[src/rtl/sort_array_seq_pkg.sv]
// Shared configuration and FSM state encoding for the odd-even sort row sequencer.
package sort_array_seq_pkg;

    localparam int unsigned OUTPUT_BUF_DATASIZE = 32;
    localparam int unsigned DefNPe              = 4;
    localparam int unsigned DefCmpLat           = 2;

    typedef enum logic [2:0] {
        StLoad,
        StWrite,
        StRecv,
        StCmp,
        StXfer,
        StSnap,
        StDrain
    } state_e;

endpackage

[src/rtl/sort_array_seq_if.sv]
// Upstream stream, PE control/data bus and downstream stream of the sort sequencer.
interface sort_array_seq_if import sort_array_seq_pkg::*; #(
    parameter int unsigned N_PE   = DefNPe,
    parameter int unsigned DATA_W = OUTPUT_BUF_DATASIZE
);
    logic                       in_valid;
    logic                       in_ready;
    logic [DATA_W-1:0]          in_data;
    logic                       write_enable;
    logic [N_PE*DATA_W-1:0]     write_data1;
    logic [N_PE*DATA_W-1:0]     write_data2;
    logic [N_PE-1:0]            sort_en;
    logic [N_PE-1:0]            receive_right;
    logic [N_PE-1:0]            send_right;
    logic [N_PE-1:0]            receive_left;
    logic [2*N_PE*DATA_W-1:0]   pe_out;
    logic                       out_valid;
    logic                       out_ready;
    logic [DATA_W-1:0]          out_data;
    logic                       busy;
    logic                       done;

    modport master (
        input  in_valid, in_data, pe_out, out_ready,
        output in_ready, write_enable, write_data1, write_data2, sort_en, receive_right,
               send_right, receive_left, out_valid, out_data, busy, done
    );

    modport slave (
        output in_valid, in_data, pe_out, out_ready,
        input  in_ready, write_enable, write_data1, write_data2, sort_en, receive_right,
               send_right, receive_left, out_valid, out_data, busy, done
    );
endinterface

[src/rtl/sort_pair_mask.sv]
// Left-member mask of the active odd-even pairs and the matching right-neighbour mask.
module sort_pair_mask #(
    parameter int unsigned N_PE = 4
) (
    input  logic            odd_i,
    output logic [N_PE-1:0] l_mask_o,
    output logic [N_PE-1:0] rl_mask_o
);
    // Even rounds pair (0,1),(2,3)...; odd rounds pair (1,2),(3,4)... and leave the ends idle.
    always_comb begin
        l_mask_o = '0;
        for (int unsigned i = 0; i + 1 < N_PE; i++) begin
            l_mask_o[i] = (i[0] == odd_i);
        end
    end

    assign rl_mask_o = {l_mask_o[N_PE-2:0], 1'b0};
endmodule

[src/rtl/sort_array_seq.sv]
// Loads 2*N_PE words into the sort row, sequences the odd-even rounds and drains the result.
module sort_array_seq import sort_array_seq_pkg::*; #(
    parameter int unsigned N_PE    = DefNPe,
    parameter int unsigned DATA_W  = OUTPUT_BUF_DATASIZE,
    parameter int unsigned CMP_LAT = DefCmpLat,
    parameter int unsigned ROUNDS  = N_PE + 1
) (
    input logic              clk_i,
    input logic              rst_i,
    sort_array_seq_if.master bus
);
    localparam int unsigned NWords = 2 * N_PE;
    localparam int unsigned WcW    = $clog2(NWords + 1);
    localparam int unsigned RcW    = $clog2(ROUNDS + 1);
    localparam int unsigned CcW    = $clog2(CMP_LAT + 2);
    localparam logic [WcW-1:0] LastWord  = WcW'(NWords - 1);
    localparam logic [RcW-1:0] LastRound = RcW'(ROUNDS - 1);
    localparam logic [CcW-1:0] LastCmp   = CcW'(CMP_LAT);

    state_e                   state_q, state_d;
    logic [WcW-1:0]           word_q, word_d;
    logic [RcW-1:0]           round_q, round_d;
    logic [CcW-1:0]           cmp_q, cmp_d;
    logic [N_PE*DATA_W-1:0]   wd1_q, wd1_d, wd2_q, wd2_d;
    logic [2*N_PE*DATA_W-1:0] snap_q, snap_d;
    logic [N_PE-1:0]          l_mask, rl_mask;

    logic                     in_ready_q, in_ready_d, write_enable_q, write_enable_d;
    logic                     out_valid_q, out_valid_d, busy_q, busy_d, done_q, done_d;
    logic [N_PE-1:0]          sort_en_q, sort_en_d, recv_r_q, recv_r_d;
    logic [N_PE-1:0]          send_r_q, send_r_d, recv_l_q, recv_l_d;
    logic [DATA_W-1:0]        out_data_q, out_data_d;

    // Mask follows the next round so the registered strobes line up with the next state.
    sort_pair_mask #(
        .N_PE (N_PE)
    ) u_pair_mask (
        .odd_i     (round_d[0]),
        .l_mask_o  (l_mask),
        .rl_mask_o (rl_mask)
    );

    always_comb begin
        state_d = state_q;
        word_d  = word_q;
        round_d = round_q;
        cmp_d   = cmp_q;
        wd1_d   = wd1_q;
        wd2_d   = wd2_q;
        snap_d  = snap_q;
        done_d  = 1'b0;
        unique case (state_q)
            StLoad: if (bus.in_valid) begin
                if (word_q[0]) wd2_d[word_q[WcW-1:1]*DATA_W +: DATA_W] = bus.in_data;
                else           wd1_d[word_q[WcW-1:1]*DATA_W +: DATA_W] = bus.in_data;
                if (word_q == LastWord) begin
                    word_d  = '0;
                    state_d = StWrite;
                end else begin
                    word_d = word_q + 1'b1;
                end
            end
            StWrite: begin
                round_d = '0;
                state_d = StRecv;
            end
            StRecv: begin
                cmp_d   = '0;
                state_d = StCmp;
            end
            StCmp: begin
                if (cmp_q == LastCmp) state_d = StXfer;
                else                  cmp_d   = cmp_q + 1'b1;
            end
            StXfer: begin
                round_d = round_q + 1'b1;
                state_d = (round_q == LastRound) ? StSnap : StRecv;
            end
            StSnap: begin
                snap_d  = bus.pe_out;
                state_d = StDrain;
            end
            StDrain: if (bus.out_ready) begin
                if (word_q == LastWord) begin
                    word_d  = '0;
                    done_d  = 1'b1;
                    state_d = StLoad;
                end else begin
                    word_d = word_q + 1'b1;
                end
            end
            default: state_d = StLoad;
        endcase
    end

    always_comb begin
        in_ready_d     = (state_d == StLoad);
        write_enable_d = (state_d == StWrite);
        busy_d         = !((state_d == StLoad) && (word_d == '0));
        recv_r_d       = (state_d == StRecv || state_d == StCmp) ? l_mask : '0;
        sort_en_d      = (state_d == StCmp && cmp_d == '0) ? l_mask : '0;
        send_r_d       = (state_d == StXfer) ? l_mask : '0;
        recv_l_d       = (state_d == StXfer) ? rl_mask : '0;
        out_valid_d    = (state_d == StDrain);
        out_data_d     = (state_d == StDrain) ? snap_d[word_d*DATA_W +: DATA_W] : '0;
    end

    always_ff @(posedge clk_i) begin
        if (rst_i) begin
            state_q        <= StLoad;
            word_q         <= '0;
            round_q        <= '0;
            cmp_q          <= '0;
            wd1_q          <= '0;
            wd2_q          <= '0;
            snap_q         <= '0;
            in_ready_q     <= 1'b1;
            write_enable_q <= 1'b0;
            busy_q         <= 1'b0;
            done_q         <= 1'b0;
            recv_r_q       <= '0;
            sort_en_q      <= '0;
            send_r_q       <= '0;
            recv_l_q       <= '0;
            out_valid_q    <= 1'b0;
            out_data_q     <= '0;
        end else begin
            state_q        <= state_d;
            word_q         <= word_d;
            round_q        <= round_d;
            cmp_q          <= cmp_d;
            wd1_q          <= wd1_d;
            wd2_q          <= wd2_d;
            snap_q         <= snap_d;
            in_ready_q     <= in_ready_d;
            write_enable_q <= write_enable_d;
            busy_q         <= busy_d;
            done_q         <= done_d;
            recv_r_q       <= recv_r_d;
            sort_en_q      <= sort_en_d;
            send_r_q       <= send_r_d;
            recv_l_q       <= recv_l_d;
            out_valid_q    <= out_valid_d;
            out_data_q     <= out_data_d;
        end
    end

    assign bus.in_ready      = in_ready_q;
    assign bus.write_enable  = write_enable_q;
    assign bus.write_data1   = wd1_q;
    assign bus.write_data2   = wd2_q;
    assign bus.sort_en       = sort_en_q;
    assign bus.receive_right = recv_r_q;
    assign bus.send_right    = send_r_q;
    assign bus.receive_left  = recv_l_q;
    assign bus.out_valid     = out_valid_q;
    assign bus.out_data      = out_data_q;
    assign bus.busy          = busy_q;
    assign bus.done          = done_q;
endmodule
[src/flat_wrapper.sv]
// flat-port wrapper written by rule: the top's interface ports become plain ports
module sort_array_seq_flat import sort_array_seq_pkg::*;
#(
    parameter int unsigned N_PE    = DefNPe,
    parameter int unsigned DATA_W  = OUTPUT_BUF_DATASIZE,
    parameter int unsigned CMP_LAT = DefCmpLat,
    parameter int unsigned ROUNDS  = N_PE + 1
)
  (clk_i, rst_i, bus_in_valid, bus_in_data, bus_pe_out, bus_out_ready, bus_in_ready, bus_write_enable, bus_write_data1, bus_write_data2, bus_sort_en, bus_receive_right, bus_send_right, bus_receive_left, bus_out_valid, bus_out_data, bus_busy, bus_done);
  sort_array_seq_if #(.N_PE(N_PE), .DATA_W(DATA_W)) bus_i ();
  input logic clk_i;
  input logic rst_i;
  input wire logic [$bits(bus_i.in_valid)-1:0] bus_in_valid;
  input wire logic [$bits(bus_i.in_data)-1:0] bus_in_data;
  input wire logic [$bits(bus_i.pe_out)-1:0] bus_pe_out;
  input wire logic [$bits(bus_i.out_ready)-1:0] bus_out_ready;
  output wire logic [$bits(bus_i.in_ready)-1:0] bus_in_ready;
  output wire logic [$bits(bus_i.write_enable)-1:0] bus_write_enable;
  output wire logic [$bits(bus_i.write_data1)-1:0] bus_write_data1;
  output wire logic [$bits(bus_i.write_data2)-1:0] bus_write_data2;
  output wire logic [$bits(bus_i.sort_en)-1:0] bus_sort_en;
  output wire logic [$bits(bus_i.receive_right)-1:0] bus_receive_right;
  output wire logic [$bits(bus_i.send_right)-1:0] bus_send_right;
  output wire logic [$bits(bus_i.receive_left)-1:0] bus_receive_left;
  output wire logic [$bits(bus_i.out_valid)-1:0] bus_out_valid;
  output wire logic [$bits(bus_i.out_data)-1:0] bus_out_data;
  output wire logic [$bits(bus_i.busy)-1:0] bus_busy;
  output wire logic [$bits(bus_i.done)-1:0] bus_done;
  assign bus_i.in_valid = bus_in_valid;
  assign bus_i.in_data = bus_in_data;
  assign bus_i.pe_out = bus_pe_out;
  assign bus_i.out_ready = bus_out_ready;
  assign bus_in_ready = bus_i.in_ready;
  assign bus_write_enable = bus_i.write_enable;
  assign bus_write_data1 = bus_i.write_data1;
  assign bus_write_data2 = bus_i.write_data2;
  assign bus_sort_en = bus_i.sort_en;
  assign bus_receive_right = bus_i.receive_right;
  assign bus_send_right = bus_i.send_right;
  assign bus_receive_left = bus_i.receive_left;
  assign bus_out_valid = bus_i.out_valid;
  assign bus_out_data = bus_i.out_data;
  assign bus_busy = bus_i.busy;
  assign bus_done = bus_i.done;
  sort_array_seq #(.N_PE(N_PE), .DATA_W(DATA_W), .CMP_LAT(CMP_LAT), .ROUNDS(ROUNDS)) u_core (.clk_i(clk_i), .rst_i(rst_i), .bus(bus_i));
endmodule
[config.mk]
export PLATFORM = sky130hd
export DESIGN_NAME = sort_array_seq_flat
export DESIGN_NICKNAME = d
export VERILOG_FILES = /design/src/rtl/sort_array_seq_pkg.sv /design/src/rtl/sort_array_seq_if.sv /design/src/rtl/sort_pair_mask.sv /design/src/rtl/sort_array_seq.sv /design/src/flat_wrapper.sv
export SDC_FILE = /design/constraint.sdc
export NUM_CORES = 1
export LEC_CHECK = 0
export ABC_AREA = 1
export CAP_MARGIN = 25
export CORE_MARGIN = 3
export CORE_UTILIZATION = 30
export CTS_CLUSTER_DIAMETER = 50
export DETAILED_ROUTE_END_ITERATION = 6
export GPL_ROUTABILITY_DRIVEN = 0
export PLACE_DENSITY = 0.66
export SETUP_SLACK_MARGIN = 0.1
export SYNTH_ARGS = -nofsm -noshare
export SYNTH_HDL_FRONTEND = slang
export SYNTH_SLANG_ARGS = --single-unit
[constraint.sdc]
create_clock -name clk_i -period 2.5 [get_ports clk_i]
set_input_delay 0.25 -clock clk_i [delete_from_list [all_inputs] [get_ports clk_i]]
set_output_delay 0.25 -clock clk_i [all_outputs]
set_load 0.01 [all_outputs]
==> run_summary.xml, run 1 <==
<?xml version="1.0" encoding="UTF-8"?>
<metrics>
  <group name="final_layout">
    <metric name="instances_no_fill" unit="">4765</metric>
    <metric name="final_layout_size_suffix_gt1_frac" unit="">0.0755</metric>
    <metric name="layout-area-overhead-vs-synth" unit="%">43.3</metric>
    <metric name="final_net_count" unit="">3979</metric>
    <metric name="final_design_area_no_fill" unit="um^2">33000</metric>
  </group>
  <group name="timing">
    <metric name="setup_repair_after_global_routing_missed_its_margin" unit="">false</metric>
    <metric name="slew-limit-headroom" unit="">0.539</metric>
    <metric name="worstMarginPinSlew" unit="ns">0.684</metric>
    <metric name="setup_total_negative_slack" unit="ns">0</metric>
    <metric name="layout_worst_path_cycle_share" unit="">0.899</metric>
    <metric name="clock_period_minus_final_worst_setup_slack" unit="ns">2.25</metric>
    <metric name="fin_worst_skew" unit="ns">0.0289</metric>
    <metric name="setup-violations-final" unit="">0</metric>
    <metric name="timing.final.max_slew_violations" unit="">0</metric>
    <metric name="fmaxAchievable" unit="MHz">445</metric>
    <metric name="hold_viol" unit="">0</metric>
  </group>
  <group name="drt">
    <metric name="wirelength_per_cell" unit="um">20.3</metric>
    <metric name="detailroute.via_count" unit="">23200</metric>
    <metric name="antenna_left" unit="">0</metric>
    <metric name="initialDrtViolationCount" unit="">2144</metric>
    <metric name="drc_violations_left" unit="">0</metric>
    <metric name="detail_route.wirelength" unit="um">96500</metric>
    <metric name="detail_route.vias_per_cell" unit="">4.87</metric>
    <metric name="firstDrtPassIters" unit="">5</metric>
  </group>
  <group name="setup_path">
    <metric name="reg2reg_depth" unit="">12</metric>
    <metric name="cp_num_buf_inv" unit="">2</metric>
    <metric name="crit_type" unit="">flip-flop to flip-flop</metric>
    <metric name="cp_data_required_time" unit="ns">2.98</metric>
    <metric name="ff2ff_setup_slack" unit="ns">0.25</metric>
    <metric name="critical-path-slowest-cell" unit="">dfxtp_1</metric>
    <metric name="r2r-end" unit="">u_core.bus.out_data[23]</metric>
    <metric name="cp-start-kind" unit="">flip-flop</metric>
    <metric name="path_max_fanout" unit="">40</metric>
    <metric name="worstPathArrival" unit="ns">2.73</metric>
    <metric name="crit_path_cell_trace" unit="">ha_1 -&gt; nand2_1 -&gt; nor2_1 -&gt; nor2_1 -&gt; nand2_4 -&gt; buf_16 -&gt; buf_12 -&gt; nand3_1 -&gt; nand3_1 -&gt; nand2_1 -&gt; nor2_2 -&gt; nor2_1</metric>
    <metric name="crit_path_max_delay_family" unit="">simple AND/OR/NAND/NOR gates</metric>
    <metric name="end_kind" unit="">flip-flop</metric>
    <metric name="slowest_delay" unit="ns">0.36</metric>
    <metric name="r2r_start" unit="">u_core.word_q[0]</metric>
    <metric name="crit_path_frequent_cell" unit="">nor2_1</metric>
  </group>
  <group name="global_route">
    <metric name="grt_first_pass_wirelength" unit="um">140000</metric>
    <metric name="globalRouteOverflowTotal" unit="">0</metric>
    <metric name="grt_start_max_net_pins" unit="">138</metric>
    <metric name="first_global_vias" unit="">21800</metric>
    <metric name="grt_antenna_before_repair" unit="">16</metric>
    <metric name="groute.usage.overall" unit="">0.226</metric>
  </group>
  <group name="min_path">
    <metric name="hp-class" unit="">input port to flip-flop</metric>
    <metric name="worst_hold_path.endpoint" unit="">u_core.cmp_q[1]</metric>
    <metric name="timing.hold.worst_path_depth" unit="">2</metric>
    <metric name="hold_start" unit="">rst_i</metric>
  </group>
  <group name="clock_network">
    <metric name="tritoncts" unit="">yes</metric>
    <metric name="cts.root.buffer_cell" unit="">clkbuf_16</metric>
    <metric name="insertion_delay" unit="ns">0.62</metric>
    <metric name="clkTransAtPathRegs" unit="ns">0.05</metric>
    <metric name="cts.path.max_buffers" unit="">3</metric>
    <metric name="cts_buffers" unit="">74</metric>
    <metric name="holdBufCountCts" unit="">0</metric>
    <metric name="cts_num_sinks" unit="">567</metric>
    <metric name="cts_max_level" unit="">3</metric>
  </group>
  <group name="run">
    <metric name="timing.max_cap.violations" unit="">0</metric>
  </group>
  <group name="logic_synthesis">
    <metric name="netlist_area" unit="um^2">23000</metric>
    <metric name="warning_count_from_the_yosys_run" unit="">0</metric>
    <metric name="leading_cell_types_by_total_area_after_synthesis" unit="">dfxtp_1 (49%), o21ai_0 (9.5%), nor2_1 (8.8%)</metric>
    <metric name="yosys.area.top_type_share" unit="">0.493</metric>
    <metric name="syn-instance-count" unit="">3159</metric>
    <metric name="synth_seq_cells" unit="">567</metric>
    <metric name="netlist-cell-type-count" unit="">34</metric>
    <metric name="netlist.top_cell.by_area" unit="">dfxtp_1</metric>
    <metric name="avgSynthCellArea" unit="um^2">7.29</metric>
    <metric name="synth.yosys.seq_area_share" unit="">0.493</metric>
  </group>
  <group name="placed_design">
    <metric name="dpl.cell_count" unit="">4617</metric>
    <metric name="placed_cell_area" unit="um^2">30200</metric>
    <metric name="place.port_buffers" unit="">596</metric>
    <metric name="detailed_place_hpwl" unit="um">68700</metric>
  </group>
  <group name="power_and_ir_drop">
    <metric name="vdd.ir_drop.worst" unit="mV">0.473</metric>
    <metric name="areal_power_density_over_the_cells" unit="nW/um^2">688</metric>
    <metric name="leakagePower" unit="nW">13.8</metric>
  </group>
  <group name="floorplan">
    <metric name="die_w" unit="um">283</metric>
    <metric name="floorplan.io_pins" unit="">601</metric>
    <metric name="design.die.area" unit="um^2">80100</metric>
    <metric name="fp-row-count" unit="">100</metric>
    <metric name="dieHeight" unit="um">283</metric>
    <metric name="initial_utilization" unit="">0.306</metric>
    <metric name="core-area" unit="um^2">75200</metric>
  </group>
  <group name="status">
    <metric name="outcome" unit="">completed</metric>
  </group>
</metrics>
worst max path at each step:
stage	startpoint	end	depth (start not counted)
detailed placement	bus_out_ready	u_core.bus.out_data[23]	11
global placement	bus_out_ready	u_core.bus.out_data[23]	11
global route	u_core.word_q[1]	u_core.bus.out_data[23]	12
finish	u_core.word_q[0]	u_core.bus.out_data[23]	12
CTS	u_core.state_q[0]	u_core.bus.out_data[29]	8
floorplan	u_core.word_q[1]	u_core.bus.write_data1[10]	11
cell usage in the layout (no fill, tap or decap), types with 45 or more instances in the layout:
cell,netlist,layout
nand3_1,279,278
clkbuf_16,0,78
inv_1,181,180
buf_4,17,58
clkdlybuf4s50_1,0,595
nor2_1,540,536
nand2_1,492,490
o21ai_0,436,434
dfxtp_1,567,566
a211oi_1,45,45
a21oi_1,197,197
layout make-up:
cell class,instances,area [um^2]
Clock inverter,38,534
Tap cell,1020,1280
Sequential cell,567,11400
Multi-Input combinational cell,2152,9910
Timing Repair Buffer,688,7100
Fill cell,7408,42200
Antenna cell,9,22.5
Clock buffer,95,2040
Inverter,196,748
logic make-up (layout without fill, tap and decap cells):
| kind of cell | after synthesis | count (layout) | synth area share |
|---|---|---|---|
| flops | 567 | 567 | 0.493 |
| other cells | 1 | 13 | 0.000163 |
| compound gates | 685 | 685 | 0.155 |
| fa+ha+maj | 8 | 8 | 0.00435 |
| buf+inv | 443 | 1017 | 0.0804 |
| simple gates | 1455 | 1455 | 0.268 |
registers in the layout, summed over array words and instances (netlist names):
name	cells
u_core.bus.write_data2	128
u_core.bus.receive_right	2
u_core.cmp_q	2
u_core.bus.busy	1
u_core.bus.out_data	32
u_core.snap_q	256
u_core.bus.sort_en	2
u_core.bus.send_right	2
u_core.round_q	3
u_core.bus.write_data1	128
u_core.bus.write_enable	1
u_core.word_q	4
u_core.bus.in_ready	1
u_core.bus.done	1
u_core.bus.out_valid	1
u_core.state_q	3
cells in the mapped netlist, drive strengths merged:
cell type	count
a211oi	45
a21oi	198
a31oi	1
buf	114
clkbuf	133
clkinv	2
conb	1
dfxtp	567
ha	8
inv	194
nand2	496
nand3	282
nand3b	1
nand4	5
nor2	547
nor3	26
nor4	1
o21ai	439
o22ai	2
or2	97
through the flow:
stage | hold WS, ns | setup slack [ns] | power (mW) | util
2_1_floorplan | 0.385 | 0.256 | 10.4 | -
3_3_place_gp | 0.425 | -0.0388 | 11.8 | 0.402
3_5_place_dp | 0.431 | -0.0632 | 11.8 | 0.402
4_1_cts | 0.00323 | 0.137 | 22.8 | 0.437
5_1_grt | 0.0378 | 0.112 | 23.4 | 0.438
6_report | 0.0626 | 0.253 | 22.7 | 0.439
per-layer routing:
layer	wire length, um	GRT usage	vias to the layer above	part of all wire
met5	103	0	-	0.0011
met4	4610	0.104	14	0.048
met3	9900	0.0758	203	0.10
met2	43900	0.363	1122	0.45
met1	38000	0.275	10600	0.39
li1	-	-	11300	-
report_power, final:
group	leakage (nW)	internal (mW)	switching (mW)
registers	4.57	9.14	0.0562
clock network	1.23	6.63	4.40
logic	7.95	1.05	1.43
total	13.8	16.8	5.88
timing repair:
item | 4_1_cts | 5_1_grt
endpoints found under the setup margin | 3 | 92
buffers inserted | 0 | 2
pin swaps | 0 | 3
gates cloned | 1 | 3
gates resized for setup | 3 | 16
(Power assumes the default switching activity.)
==> inputs of run 2 (changes only) <==
--- a/config.mk
+++ b/config.mk
@@ -14,6 +14,7 @@
 export GPL_ROUTABILITY_DRIVEN = 0
 export PLACE_DENSITY = 0.66
 export SETUP_SLACK_MARGIN = 0.1
+export SLEW_MARGIN = 20
 export SYNTH_ARGS = -nofsm -noshare
 export SYNTH_HDL_FRONTEND = slang
 export SYNTH_SLANG_ARGS = --single-unit
==> results of run 2 <==
Same layout as run 1: the final DEF is identical, and so are final timing and power.
==> inputs of run 3 (changes only) <==
--- a/config.mk
+++ b/config.mk
@@ -13,6 +13,7 @@
 export DETAILED_ROUTE_END_ITERATION = 6
 export GPL_ROUTABILITY_DRIVEN = 0
 export PLACE_DENSITY = 0.66
+export RECOVER_POWER = 50
 export SETUP_SLACK_MARGIN = 0.1
 export SLEW_MARGIN = 20
 export SYNTH_ARGS = -nofsm -noshare
==> constraint.sdc (replaced) <==
create_clock -name clk_i -period 2.7 [get_ports clk_i]
set_input_delay 0.27 -clock clk_i [delete_from_list [all_inputs] [get_ports clk_i]]
set_output_delay 0.27 -clock clk_i [all_outputs]
set_load 0.01 [all_outputs]
==> run 3 against run 2 <==
Compared with the run above:
- maximum frequency fell by 7.6%
- die area did not move
- sequential power fell by 7.4%
- worst setup slack improved by 0.014 ns
- worst hold slack improved by 0.023 ns
- clock power fell by 5%
- wire length fell by 0.60%
- count of clock-buffer cells in the layout fell by 4
- cell area fell by 0.68%
- critical path depth did not move
- critical path type unchanged
- critical endpoint is now u_core.bus.out_data[22]
- largest power group unchanged
==> run_summary.xml, run 3 (synthesis results as in run 1) <==
<?xml version="1.0" encoding="UTF-8"?>
<metrics>
  <group name="setup_path">
    <metric name="ff2ff_setup_slack" unit="ns">0.27</metric>
    <metric name="cp-start-kind" unit="">flip-flop</metric>
    <metric name="cp_num_buf_inv" unit="">2</metric>
    <metric name="crit_type" unit="">flip-flop to flip-flop</metric>
    <metric name="path_max_fanout" unit="">69</metric>
    <metric name="reg2reg_depth" unit="">12</metric>
    <metric name="r2r_start" unit="">u_core.state_q[0]</metric>
    <metric name="worstPathArrival" unit="ns">2.93</metric>
    <metric name="r2r-end" unit="">u_core.bus.out_data[22]</metric>
    <metric name="crit_path_max_delay_family" unit="">simple AND/OR/NAND/NOR gates</metric>
    <metric name="slowest_delay" unit="ns">0.37</metric>
    <metric name="cp_data_required_time" unit="ns">3.20</metric>
    <metric name="end_kind" unit="">flip-flop</metric>
    <metric name="crit_path_cell_trace" unit="">nor2_1 -&gt; nand3_1 -&gt; nand2_2 -&gt; nand2_4 -&gt; nand2_4 -&gt; buf_16 -&gt; buf_4 -&gt; nand2_1 -&gt; nand3_1 -&gt; nand2_1 -&gt; nor2_1 -&gt; nor2_1</metric>
    <metric name="critical-path-slowest-cell" unit="">dfxtp_1</metric>
    <metric name="crit_path_frequent_cell" unit="">nor2_1</metric>
  </group>
  <group name="drt">
    <metric name="detail_route.vias_per_cell" unit="">4.89</metric>
    <metric name="routedLengthMet1" unit="um">37700</metric>
    <metric name="wirelength_per_cell" unit="um">20.2</metric>
    <metric name="antenna_left" unit="">0</metric>
    <metric name="route.top_layer_used" unit="">met5</metric>
    <metric name="initialDrtViolationCount" unit="">2200</metric>
    <metric name="dr_wl_met3" unit="um">9980</metric>
    <metric name="detailroute.via_count" unit="">23300</metric>
    <metric name="met2_wirelength" unit="um">43400</metric>
    <metric name="firstDrtPassIters" unit="">6</metric>
    <metric name="drc_violations_left" unit="">0</metric>
    <metric name="detail_route.wirelength" unit="um">96000</metric>
  </group>
  <group name="timing">
    <metric name="setup_repair_after_global_routing_missed_its_margin" unit="">false</metric>
    <metric name="final_critical_path_setup_slack" unit="ns">0.267</metric>
    <metric name="fmaxAchievable" unit="MHz">411</metric>
    <metric name="clock_period_minus_final_worst_setup_slack" unit="ns">2.43</metric>
    <metric name="setup-violations-final" unit="">0</metric>
    <metric name="slew-limit-headroom" unit="">0.394</metric>
    <metric name="worstMarginPinSlew" unit="ns">0.908</metric>
    <metric name="setup_total_negative_slack" unit="ns">0</metric>
    <metric name="fin_worst_skew" unit="ns">0.0450</metric>
    <metric name="hold_viol" unit="">0</metric>
    <metric name="layout_worst_path_cycle_share" unit="">0.901</metric>
    <metric name="timing.final.max_slew_violations" unit="">0</metric>
  </group>
  <group name="global_route">
    <metric name="globalRouteOverflowTotal" unit="">0</metric>
    <metric name="grt_start_max_net_pins" unit="">194</metric>
    <metric name="groute.usage.overall" unit="">0.227</metric>
    <metric name="first_global_vias" unit="">22000</metric>
    <metric name="grt_first_pass_wirelength" unit="um">140000</metric>
    <metric name="grt_antenna_before_repair" unit="">18</metric>
  </group>
  <group name="min_path">
    <metric name="timing.hold.worst_path_depth" unit="">2</metric>
    <metric name="worst_hold_path.endpoint" unit="">u_core.state_q[0]</metric>
    <metric name="hp-class" unit="">input port to flip-flop</metric>
    <metric name="hold_start" unit="">rst_i</metric>
  </group>
  <group name="power_and_ir_drop">
    <metric name="vdd.ir_drop.worst" unit="mV">0.664</metric>
    <metric name="cell_internal_pwr" unit="mW">15.5</metric>
    <metric name="fin_total_pwr" unit="mW">21.2</metric>
    <metric name="share_comb_of_total_power" unit="">0.103</metric>
    <metric name="areal_power_density_over_the_cells" unit="nW/um^2">646</metric>
    <metric name="portion_of_total_power_attributed_to_sequential_cells" unit="">0.402</metric>
    <metric name="leakagePower" unit="nW">14.3</metric>
    <metric name="share_clk_of_total_power" unit="">0.495</metric>
    <metric name="switching_share" unit="">0.269</metric>
    <metric name="power_switching" unit="mW">5.70</metric>
  </group>
  <group name="final_layout">
    <metric name="max_reg_flops" unit="">256</metric>
    <metric name="layout.cells.most_common" unit="">dfxtp_1</metric>
    <metric name="final_net_count" unit="">3963</metric>
    <metric name="layout.cells.most_common_list" unit="">dfxtp_1 (566), nor2_1 (539), nand2_1 (490)</metric>
    <metric name="biggest_register" unit="">u_core.snap_q</metric>
    <metric name="layout-area-overhead-vs-synth" unit="%">42.3</metric>
    <metric name="final_layout_size_suffix_gt1_frac" unit="">0.0700</metric>
  </group>
  <group name="placed_design">
    <metric name="place.port_buffers" unit="">596</metric>
    <metric name="place_worst_setup_slack" unit="ns">0.0644</metric>
    <metric name="detailed_place_hpwl" unit="um">68700</metric>
  </group>
  <group name="clock_network">
    <metric name="cts_max_level" unit="">3</metric>
    <metric name="cts.root.buffer_cell" unit="">clkbuf_16</metric>
    <metric name="insertion_delay" unit="ns">0.62</metric>
    <metric name="cts_buffers" unit="">78</metric>
    <metric name="cts_num_sinks" unit="">567</metric>
    <metric name="cts.path.max_buffers" unit="">3</metric>
    <metric name="tritoncts" unit="">yes</metric>
    <metric name="holdBufCountCts" unit="">0</metric>
    <metric name="clkTransAtPathRegs" unit="ns">0.05</metric>
  </group>
  <group name="floorplan">
    <metric name="design.die.area" unit="um^2">80100</metric>
    <metric name="initial_utilization" unit="">0.306</metric>
    <metric name="dieHeight" unit="um">283</metric>
    <metric name="floorplan.io_pins" unit="">601</metric>
    <metric name="fp-row-count" unit="">100</metric>
    <metric name="core-area" unit="um^2">75200</metric>
    <metric name="die_w" unit="um">283</metric>
  </group>
  <group name="run">
    <metric name="timing.max_cap.violations" unit="">0</metric>
  </group>
  <group name="status">
    <metric name="outcome" unit="">completed</metric>
  </group>
</metrics>
run 3: area by class of cell:
cell class              instances  area (um^2)
diodes                          9         22.5
clock buffers                  91         2050
clock inverters                53          633
fillers                      7513        42400
inverters                     196          746
multi-input cells            2152         9880
flip-flops and latches        567        11400
well taps                    1020         1280
repair buffers                668         6800
run 3: worst max path at each step:
| stage | start | depth (start not counted) | slack (ns) | endpoint |
|---|---|---|---|---|
| global placement | bus_out_ready | 12 | 0.10 | u_core.bus.out_data[23] |
| floorplan | u_core.word_q[1] | 11 | 0.46 | u_core.bus.write_data1[10] |
| CTS | u_core.word_q[1] | 11 | 0.12 | u_core.bus.out_data[23] |
| global route | u_core.state_q[0] | 12 | 0.08 | u_core.bus.out_data[23] |
| finish | u_core.state_q[0] | 12 | 0.27 | u_core.bus.out_data[22] |
| detailed placement | bus_out_ready | 12 | 0.06 | u_core.bus.out_data[23] |
run 3: power by group through the flow:
stage | clock network [mW] | registers, mW | logic [mW]
finish | 10.5 | 8.51 | 2.18
global route | 11.0 | 8.52 | 2.34
CTS | 10.7 | 8.51 | 2.16
detailed placement | 0 | 8.69 | 2.15
global placement | 0 | 8.69 | 2.15
floorplan | 0 | 8.73 | 0.932
run 3: what timing repair did:
item | 4_1_cts | 5_1_grt
setup buffers | 0 | 1
gates resized for setup | 0 | 8
endpoints found under the setup margin | 0 | 67
run 3: routing by layer:
metal / global-route usage / vias up
met5: 0 / -
met4: 0.109 / 16
met3: 0.0818 / 215
met2: 0.362 / 1088
met1: 0.270 / 10700
li1: - / 11300
run 3: metrics by stage:
| step | utilization | instances | cell area [um^2] | hold WS, ns |
|---|---|---|---|---|
| after floorplan | - | 3162 | 23000 | 0.405 |
| final | 0.436 | 4756 | 32800 | 0.0860 |
| after global routing | 0.435 | 4748 | 32700 | 0.0692 |
| after detailed placement | 0.399 | 4601 | 30000 | 0.433 |
| after global placement | 0.399 | 4601 | 30000 | 0.426 |
| after CTS | 0.435 | 4745 | 32700 | 0.0395 |
